**src/rtl/unibusarb.sv**
```systemverilog
// Unibus NPR/BR4-BR7 grant arbiter with SACK/BBSY handshake, grant timeout and ARM register port.
// Macro UNIBUSARB_BR_EN enables BR arbitration; when undefined only NPR is ever granted.
module unibusarb #(
    parameter int unsigned GRTMO   = 1023,
    parameter int unsigned HOLDOFF = 15
) (
    input  logic        CLOCK,
    input  logic        RESET,
    input  logic        armwrite,
    input  logic [2:0]  armraddr,
    input  logic [2:0]  armwaddr,
    input  logic [31:0] armwdata,
    output logic [31:0] armrdata,
    input  logic        init_in_h,
    input  logic        npr_in_h,
    input  logic [3:0]  br_in_h,
    input  logic        sack_in_h,
    input  logic        bbsy_in_h,
    input  logic [2:0]  cpupri_in,
    input  logic        instbnd_in_h,
    output logic        npg_out_l,
    output logic [3:0]  bg_out_l,
    output logic        busy_out_h
);
    typedef enum logic [2:0] {
        StIdle   = 3'd0,
        StSettle = 3'd1,
        StGrant  = 3'd2,
        StTenure = 3'd3,
        StHold   = 3'd4
    } state_e;

    localparam logic [3:0]  GntNpr   = 4'h0;
    localparam logic [3:0]  GntNone  = 4'hF;
    localparam logic [15:0] GrtmoVal = 16'(GRTMO);
    localparam logic [15:0] HoldVal  = 16'(HOLDOFF);
    localparam logic [15:0] SettleLast = 16'd3;

    state_e      state_q, state_d;
    logic [15:0] cnt_q, cnt_d;
    logic [3:0]  win_q, win_d;
    logic [3:0]  lastgnt_q, lastgnt_d;
    logic        enable_q, enable_d;
    logic [15:0] tmocnt_q, tmocnt_d;
    logic [15:0] nprcnt_q, nprcnt_d;
    logic [15:0] brcnt_q, brcnt_d;

    logic [3:0]  br_elig;
    logic [3:0]  win;
    logic        win_vld;

    always_comb begin
        br_elig = '0;
`ifdef UNIBUSARB_BR_EN
        for (int n = 4; n < 8; n++) begin
            br_elig[n-4] = br_in_h[n-4] && instbnd_in_h && (3'(n) > cpupri_in);
        end
`endif
    end

`ifndef UNIBUSARB_BR_EN
    logic unused_br;
    assign unused_br = ^{instbnd_in_h, cpupri_in};
`endif

    always_comb begin
        win_vld = 1'b1;
        if (npr_in_h)        win = GntNpr;
        else if (br_elig[3]) win = 4'd7;
        else if (br_elig[2]) win = 4'd6;
        else if (br_elig[1]) win = 4'd5;
        else if (br_elig[0]) win = 4'd4;
        else begin
            win     = GntNone;
            win_vld = 1'b0;
        end
    end

    always_comb begin
        state_d   = state_q;
        cnt_d     = cnt_q;
        win_d     = win_q;
        lastgnt_d = lastgnt_q;
        enable_d  = enable_q;
        tmocnt_d  = tmocnt_q;
        nprcnt_d  = nprcnt_q;
        brcnt_d   = brcnt_q;

        unique case (state_q)
            StIdle: begin
                if (enable_q && !bbsy_in_h && !sack_in_h && win_vld) begin
                    state_d = StSettle;
                    win_d   = win;
                    cnt_d   = '0;
                end
            end
            StSettle: begin
                if (!enable_q) begin
                    state_d = StHold;
                    cnt_d   = '0;
                end else if (!win_vld || win != win_q) begin
                    state_d = StIdle;
                end else if (cnt_q == SettleLast) begin
                    state_d   = StGrant;
                    cnt_d     = '0;
                    lastgnt_d = win_q;
                end else begin
                    cnt_d = cnt_q + 16'd1;
                end
            end
            StGrant: begin
                if (!enable_q) begin
                    state_d = StHold;
                    cnt_d   = '0;
                end else if (sack_in_h) begin
                    state_d = StTenure;
                    cnt_d   = '0;
                    if (win_q == GntNpr) begin
                        if (nprcnt_q != 16'hFFFF) nprcnt_d = nprcnt_q + 16'd1;
                    end else begin
                        if (brcnt_q != 16'hFFFF) brcnt_d = brcnt_q + 16'd1;
                    end
                end else if (cnt_q == GrtmoVal) begin
                    state_d = StHold;
                    cnt_d   = '0;
                    if (tmocnt_q != 16'hFFFF) tmocnt_d = tmocnt_q + 16'd1;
                end else begin
                    cnt_d = cnt_q + 16'd1;
                end
            end
            StTenure: begin
                if (!sack_in_h && !bbsy_in_h) begin
                    state_d = StHold;
                    cnt_d   = '0;
                end
            end
            StHold: begin
                if (cnt_q == HoldVal) begin
                    state_d = StIdle;
                    cnt_d   = '0;
                end else begin
                    cnt_d = cnt_q + 16'd1;
                end
            end
            default: state_d = StIdle;
        endcase

        // INIT drops the bus cleanly but leaves counters and enable untouched, even over a write.
        if (init_in_h) begin
            state_d  = StIdle;
            cnt_d    = '0;
            tmocnt_d = tmocnt_q;
            nprcnt_d = nprcnt_q;
            brcnt_d  = brcnt_q;
        end else if (armwrite && armwaddr == 3'd1) begin
            enable_d = armwdata[31];
            if (armwdata[30]) begin
                tmocnt_d = '0;
                nprcnt_d = '0;
                brcnt_d  = '0;
            end
        end
`ifndef UNIBUSARB_BR_EN
        brcnt_d = '0;
`endif
    end

    always_ff @(posedge CLOCK) begin
        if (RESET) begin
            state_q   <= StIdle;
            cnt_q     <= '0;
            win_q     <= GntNone;
            lastgnt_q <= GntNone;
            enable_q  <= 1'b0;
            tmocnt_q  <= '0;
            nprcnt_q  <= '0;
            brcnt_q   <= '0;
        end else begin
            state_q   <= state_d;
            cnt_q     <= cnt_d;
            win_q     <= win_d;
            lastgnt_q <= lastgnt_d;
            enable_q  <= enable_d;
            tmocnt_q  <= tmocnt_d;
            nprcnt_q  <= nprcnt_d;
            brcnt_q   <= brcnt_d;
        end
    end

    assign busy_out_h = (state_q != StIdle);
    assign npg_out_l  = !(state_q == StGrant && win_q == GntNpr);

`ifdef UNIBUSARB_BR_EN
    always_comb begin
        bg_out_l = 4'hF;
        if (state_q == StGrant && win_q != GntNpr) bg_out_l[win_q[1:0]] = 1'b0;
    end
`else
    assign bg_out_l = 4'hF;
`endif

    always_comb begin
        case (armraddr)
            3'd0:    armrdata = 32'h4241_1001;
            3'd1:    armrdata = {enable_q, 3'b000, 3'(state_q), 1'b0, lastgnt_q, 4'b0000, tmocnt_q};
            3'd2:    armrdata = {nprcnt_q, brcnt_q};
            3'd3:    armrdata = {27'd0, npr_in_h, br_in_h};
            default: armrdata = 32'hDEAD_BEEF;
        endcase
    end
endmodule

```
**config.mk**
```make
export PLATFORM = sky130hd
export DESIGN_NAME = unibusarb
export DESIGN_NICKNAME = d
export VERILOG_FILES = /design/src/rtl/unibusarb.sv
export SDC_FILE = /design/constraint.sdc
export NUM_CORES = 1
export LEC_CHECK = 0
export CAP_MARGIN = 20
export CORE_MARGIN = 2
export CORE_UTILIZATION = 45
export DETAILED_ROUTE_END_ITERATION = 6
export PLACE_DENSITY = 0.77
export SKIP_CTS_REPAIR_TIMING = 1
export SYNTH_ARGS = -nofsm -noshare
export SYNTH_HDL_FRONTEND = slang
export SYNTH_SLANG_ARGS = --single-unit
```
**constraint.sdc**
```tcl
create_clock -name CLOCK -period 2.55 [get_ports CLOCK]
set_input_delay 0.51 -clock CLOCK [delete_from_list [all_inputs] [get_ports CLOCK]]
set_output_delay 0.51 -clock CLOCK [all_outputs]
set_load 0.05 [all_outputs]
```
# Yosys cells after proc, flatten, opt, wreduce, memory -nomap -nowiden
# Cells that the tools add are included.
word_totals:
  ff_bits: 60
  input_bits: 53
  wordCells: 91
  out_inout_bits: 38
op_classes:
  mux: 37
  reduce_logical: 22
  add_sub_neg: 3
  n_eq_ne: 20
  n_bitwise: 2
ops:
  columns: ["operator", "n"]
  rows:
  - ["$mux W16", 23]
  - ["$pmux W32 S4", 1]
  - ["$pmux W16 S5", 1]
  - ["$add A16 B1 Y16 const B", 3]
  - ["$ne A16 B16 Y1 const B", 2]
  - ["$mux W3", 9]
  - ["$eq A16 B10 Y1 const B", 1]
  - ["$eq A16 B2 Y1 const B", 1]
  - ["$eq A16 B4 Y1 const B", 1]
  - ["$pmux W3 S5", 1]
  - ["$eq A3 B2 Y1 const B", 4]
  - ["$eq A3 B1 Y1 const B", 3]
  - ["$ne A4 B4 Y1 const B", 2]
  - ["$reduce_and A4 Y1", 2]
  - ["$logic_and A1 B1 Y1", 6]
  - ["$logic_not A3 Y1", 2]
  - ["$ne A2 B2 Y1 const B", 3]
  - ["$reduce_and A5 Y1", 1]
  - ["$reduce_bool A5 Y1", 1]
  - ["$logic_not A1 Y1", 4]
  - ["$logic_not A4 Y1", 1]
  - ["$mux W4", 1]
  - ["$ne A4 B4 Y1", 1]
  - ["$reduce_and A2 Y1", 2]
  - ["7 further kinds", 8]

# Logic depth before layout (Yosys ltp)
logic_depth:
  word_depth: 8
  mapped_depth: 8

# Worst setup path before layout
# OpenSTA, ideal clock, no wires.
synth_path:
  path_kind: "input -> output"
  start: "input port armraddr[1]"
  end: "output port armrdata[17]"
  cell_stages: 3
  arrival_ns: 2.761
  slack_ns: -0.721
  path_cell_list: "clkbuf_1 -> clkinv_1 -> nor4b_1"
synth_between:
  elab_chain_cells: 2
  word_cells_on_any_way: 5
  classes_between: "eq/ne (3); mux (1); reduce/logical (1)"
synth_lines:
  columns: ["element", "line_no", "rtl"]
  rows:
  - ["start: declaration", "10", "input logic [2:0] armraddr,"]
  - ["$eq A3 B2 Y1 (tied with other cells)", "203", "case (armraddr)"]
  - ["$pmux W32 S4 *", "203", null]
  - ["end: declaration", "13", "output logic [31:0] armrdata,"]
# Mark *: on every way between the ends. The rest lies on a longest branch, timed or not.

# Final worst setup path
layout_path:
  start: "input port sack_in_h"
  end: "register tmocnt_q[9]"
layout_between:
  elab_chain_cells: 5
layout_lines:
  columns: ["element", "line_no", "rtl"]
  rows:
  - ["start: declaration", "17", "input logic sack_in_h,"]
  - ["$mux W16 *", "115", "end else if (sack_in_h) begin"]
  - ["$mux W16 *", "112", "if (!enable_q) begin"]
  - ["$mux W16 *", "89", "unique case (state_q)"]
  - ["$mux W16", "157", "if (armwdata[30]) begin"]
  - ["$mux W16 *", "155", "end else if (armwrite && armwaddr == 3'd1) begin"]
  - ["end signal: assignment", "184", "tmocnt_q <= tmocnt_d;"]
  - ["end: declaration", "44", "logic [15:0] tmocnt_q, tmocnt_d;"]
# Marked as above.
# A chain may end at the register's enable or synchronous reset.

==> qor.csv <==
stage,metric,value,unit
floorplan,row_count,32,
critical_path,crit_family,simple AND/OR/NAND/NOR gates,
yosys,synth_cell_types,68,
layout,layout.cells.non_filler,623,
yosys,synth_ff_type,dfxtp_1,
cts,ctsLongestPathBuffers,2,
timing,worstMarginPinSlew,0.696,ns
critical_path,worst_setup_path_end_kind,flip-flop,
job,max-cap-violations,0,
critical_path,reg2reg_slack,0.09,ns
power,pwr-share-clk,28.4,%
critical_path,cp_common_cell,or4_4,
critical_path,r2r-start,state_q[0]$_SDFFE_PP0P_,
critical_path,crit_cells,6,
cts,h-tree-depth,2,
cts,cts_tree,built,
route,wl,10.3,mm
worst_hold_path,min_path_type,reg2reg,
yosys,synth_mux_area_share,1.22,%
global_route,grtUsageTotal,23.8,%
cts,cts.sinks,54,
power,combPwrFrac,21.8,%
critical_path,crit_path_end,tmocnt_q[9]$_SDFFE_PP0N_,
route,drtAntennaViolNets,0,
yosys,async_reset_ff_share,0,%
floorplan,io-pin-count,91,
cts,cts_buffers,5,
timing,slew_viol_final,0,
floorplan,core,7610,um2
global_route,grt_pass1_wl,16.6,mm
placement,place_area,4730,um2
route,firstDrtPassIters,5,
yosys,synth_adder_area_share,1.08,%
critical_path,reg2regPathDepth,6,
layout,mostFrequentLayoutCells,"dfxtp_1 (54), buf_4 (38), buf_12 (35)",
timing,hold_viol_final,0,
placement,place.gp.congestion,0.982,
yosys,synth_seq_cells,54,
critical_path,crit_path_cell_trace,clkdlybuf4s50_1 > or4_4 > or4_1 > buf_6 > or4_4 > a21oi_2,
critical_path,crit_type,in2reg,
timing,relSlewSlack,53.1,%
global_route,grt_pass1_vias,3559,
layout,final_layout_size_suffix_gt1_share,20.2,%
layout,final_common_cell,dfxtp_1,
power,ir_drop,0.199,mV
placement,portBuffers,52,
power,p_sw,476,uW
timing,skew,0.00984,ns
timing,fmax,394,MHz
power,p_int,1220,uW
cts,cts.clk_slew.worst_paths,0.09,ns
layout,area_growth,39.2,%
route,avgViaCountPerCell,6.21,
timing,min_period_over_period,99.5,%
critical_path,slowest_delay,0.54,ns
power,power_density,349,nW/um2
critical_path,critPathRequiredTime,2.80,ns
floorplan,dieArea,8480,um2
yosys,synth_top_family_by_area,simple AND/OR/NAND/NOR gates,
critical_path,slowest_stage,or4_4,
cts,clk_latency,0.31,ns
route,drcViolationCount,0,
global_route,grt_max_degree,33,
yosys,yosysSeqAreaShare,31.0,%
layout,finalInstanceArea,4860,um2
layout,nNetsFinal,578,
route,drt_iter0_drc,254,
critical_path,path_buf_inv,2,
timing,finalCriticalPeriod,2.54,ns
floorplan,initial_core_util,45.9,%
critical_path,cp_max_fo,15,
global_route,antenna_found_initial,0,
yosys,synth_compound_area_share,27.6,%
layout,antenna_cells,0,
status,outcome,completed,
yosys,synthSimpleGateAreaFrac,30.4,%
yosys,syn-mean-instance-area,7.84,um2
cts,clk_root_buffer_cell,clkbuf_8,
floorplan,die_h,92.1,um
yosys,syn_area,3490,um2
power,pwr-share-seq,49.8,%
critical_path,timing.rr.end,tmocnt_q[9]$_SDFFE_PP0N_,
timing,rsz0062_at_grt,yes,
route,wl_per_cell,16.6,um
yosys,yosys_warnings,0,
global_route,grt.overflow.total,0,
critical_path,crit_start,sack_in_h,
yosys,synthCells,445,
placement,place_inst,616,
critical_path,cp-start-kind,input port,
power,switching_share,28.1,%
critical_path,cp_data_arrival_time,2.78,ns
layout,nFillCells,641,
power,p_leak,0.00170,uW
timing,hold_ws,0.480,ns
yosys,synth-edff-count,0,
floorplan,die_w,92.1,um
placement,hpwl,7.76,mm
yosys,synth_xor_xnor_area_share,3.26,%
route,vias,3869,
timing,finalSetupViolCount,0,
==> area by class of cell <==
class / count / area, um2 / share of cell area (%)
clock buffers: 6 / 82.6 / 1.70
repair buffers: 93 / 1190 / 24.4
flip-flops and latches: 54 / 1080 / 22.3
well taps: 102 / 128 / 2.63
inverters: 17 / 63.8 / 1.31
multi-input cells: 351 / 2320 / 47.7
==> registers in the layout, summed over array words and instances (netlist names) <==
register and flops:
win_q 1, enable_q 1, cnt_q 16, tmocnt_q 16, lastgnt_q 1, state_q 3
nprcnt_q 16
==> synth_stat cells (all sizes together), types with 7 or more instances <==
cell    count  area share (%)
xnor2       9             2.3
nand3      17             2.6
dfxtp      54              31
o31ai      11             2.4
or4        14             3.1
a21oi      35             5.0
nor2       33             3.5
nor3        9             1.3
clkbuf     20             2.2
a21o       18             3.9
and3        7             1.3
nor4       12             2.2
nand4      13             2.3
nand2      33             3.5
or3        14             2.5
o21ai      23             3.3
inv        16             1.7
==> worst register-to-register path: cells and delay by family (launching register included) <==
family	cells	cell delay, ns
AO/OA/AOI/OAI	1	0.15
buffers and inverters	1	0.17
flip-flops	1	0.33
AND/OR/NAND/NOR	4	1.76
==> stage by stage <==
step,total power [uW],worst slack [ns],util [%],setup TNS [ns]
finish,1690,0.0132,63.9,0
detailed placement,1230,-0.352,62.2,-2.91
global placement,1230,-0.299,62.2,-2.52
global route,1740,-0.00857,63.9,-0.0113
floorplan,1050,-0.0693,-,-0.257
CTS,1700,-0.0310,63.2,-0.0387
==> cells by family after synthesis <==
kind of cell,count (synthesis)
simple gates,187
other cells,1
fa+ha+maj,3
flops,54
buf+inv,43
mux,4
compound gates,140
xor+xnor,13
==> worst min-delay path by stage <==
stage	start	endpoint	slack, ns	depth (start not counted)
after floorplan	win_q[2]$_SDFFE_PP1P_	win_q[2]$_SDFFE_PP1P_	0.43	2
after global placement	cnt_q[15]$_SDFFE_PP0P_	cnt_q[15]$_SDFFE_PP0P_	0.46	2
after detailed placement	win_q[2]$_SDFFE_PP1P_	win_q[2]$_SDFFE_PP1P_	0.47	2
after CTS	win_q[2]$_SDFFE_PP1P_	win_q[2]$_SDFFE_PP1P_	0.48	2
after global routing	win_q[2]$_SDFFE_PP1P_	win_q[2]$_SDFFE_PP1P_	0.51	2
final	win_q[2]$_SDFFE_PP1P_	win_q[2]$_SDFFE_PP1P_	0.48	2
==> per-layer routing <==
layer | vias up | GRT usage [%] | part of all wire, %
met3 | 23 | 3.70 | 6.3
met4 | 0 | 7.59 | 1.5
met2 | 181 | 42.9 | 50
li1 | 1844 | - | -
met5 | - | 0 | 0
met1 | 1821 | 28.9 | 42
==> power by group through the flow <==
stage	Combinational, uW	Clock, uW	Sequential [uW]
floorplan	182	0	863
global placement	362	0	863
detailed placement	366	0	863
CTS	367	485	843
global route	384	515	844
finish	370	482	843
(Power assumes the default switching activity.)
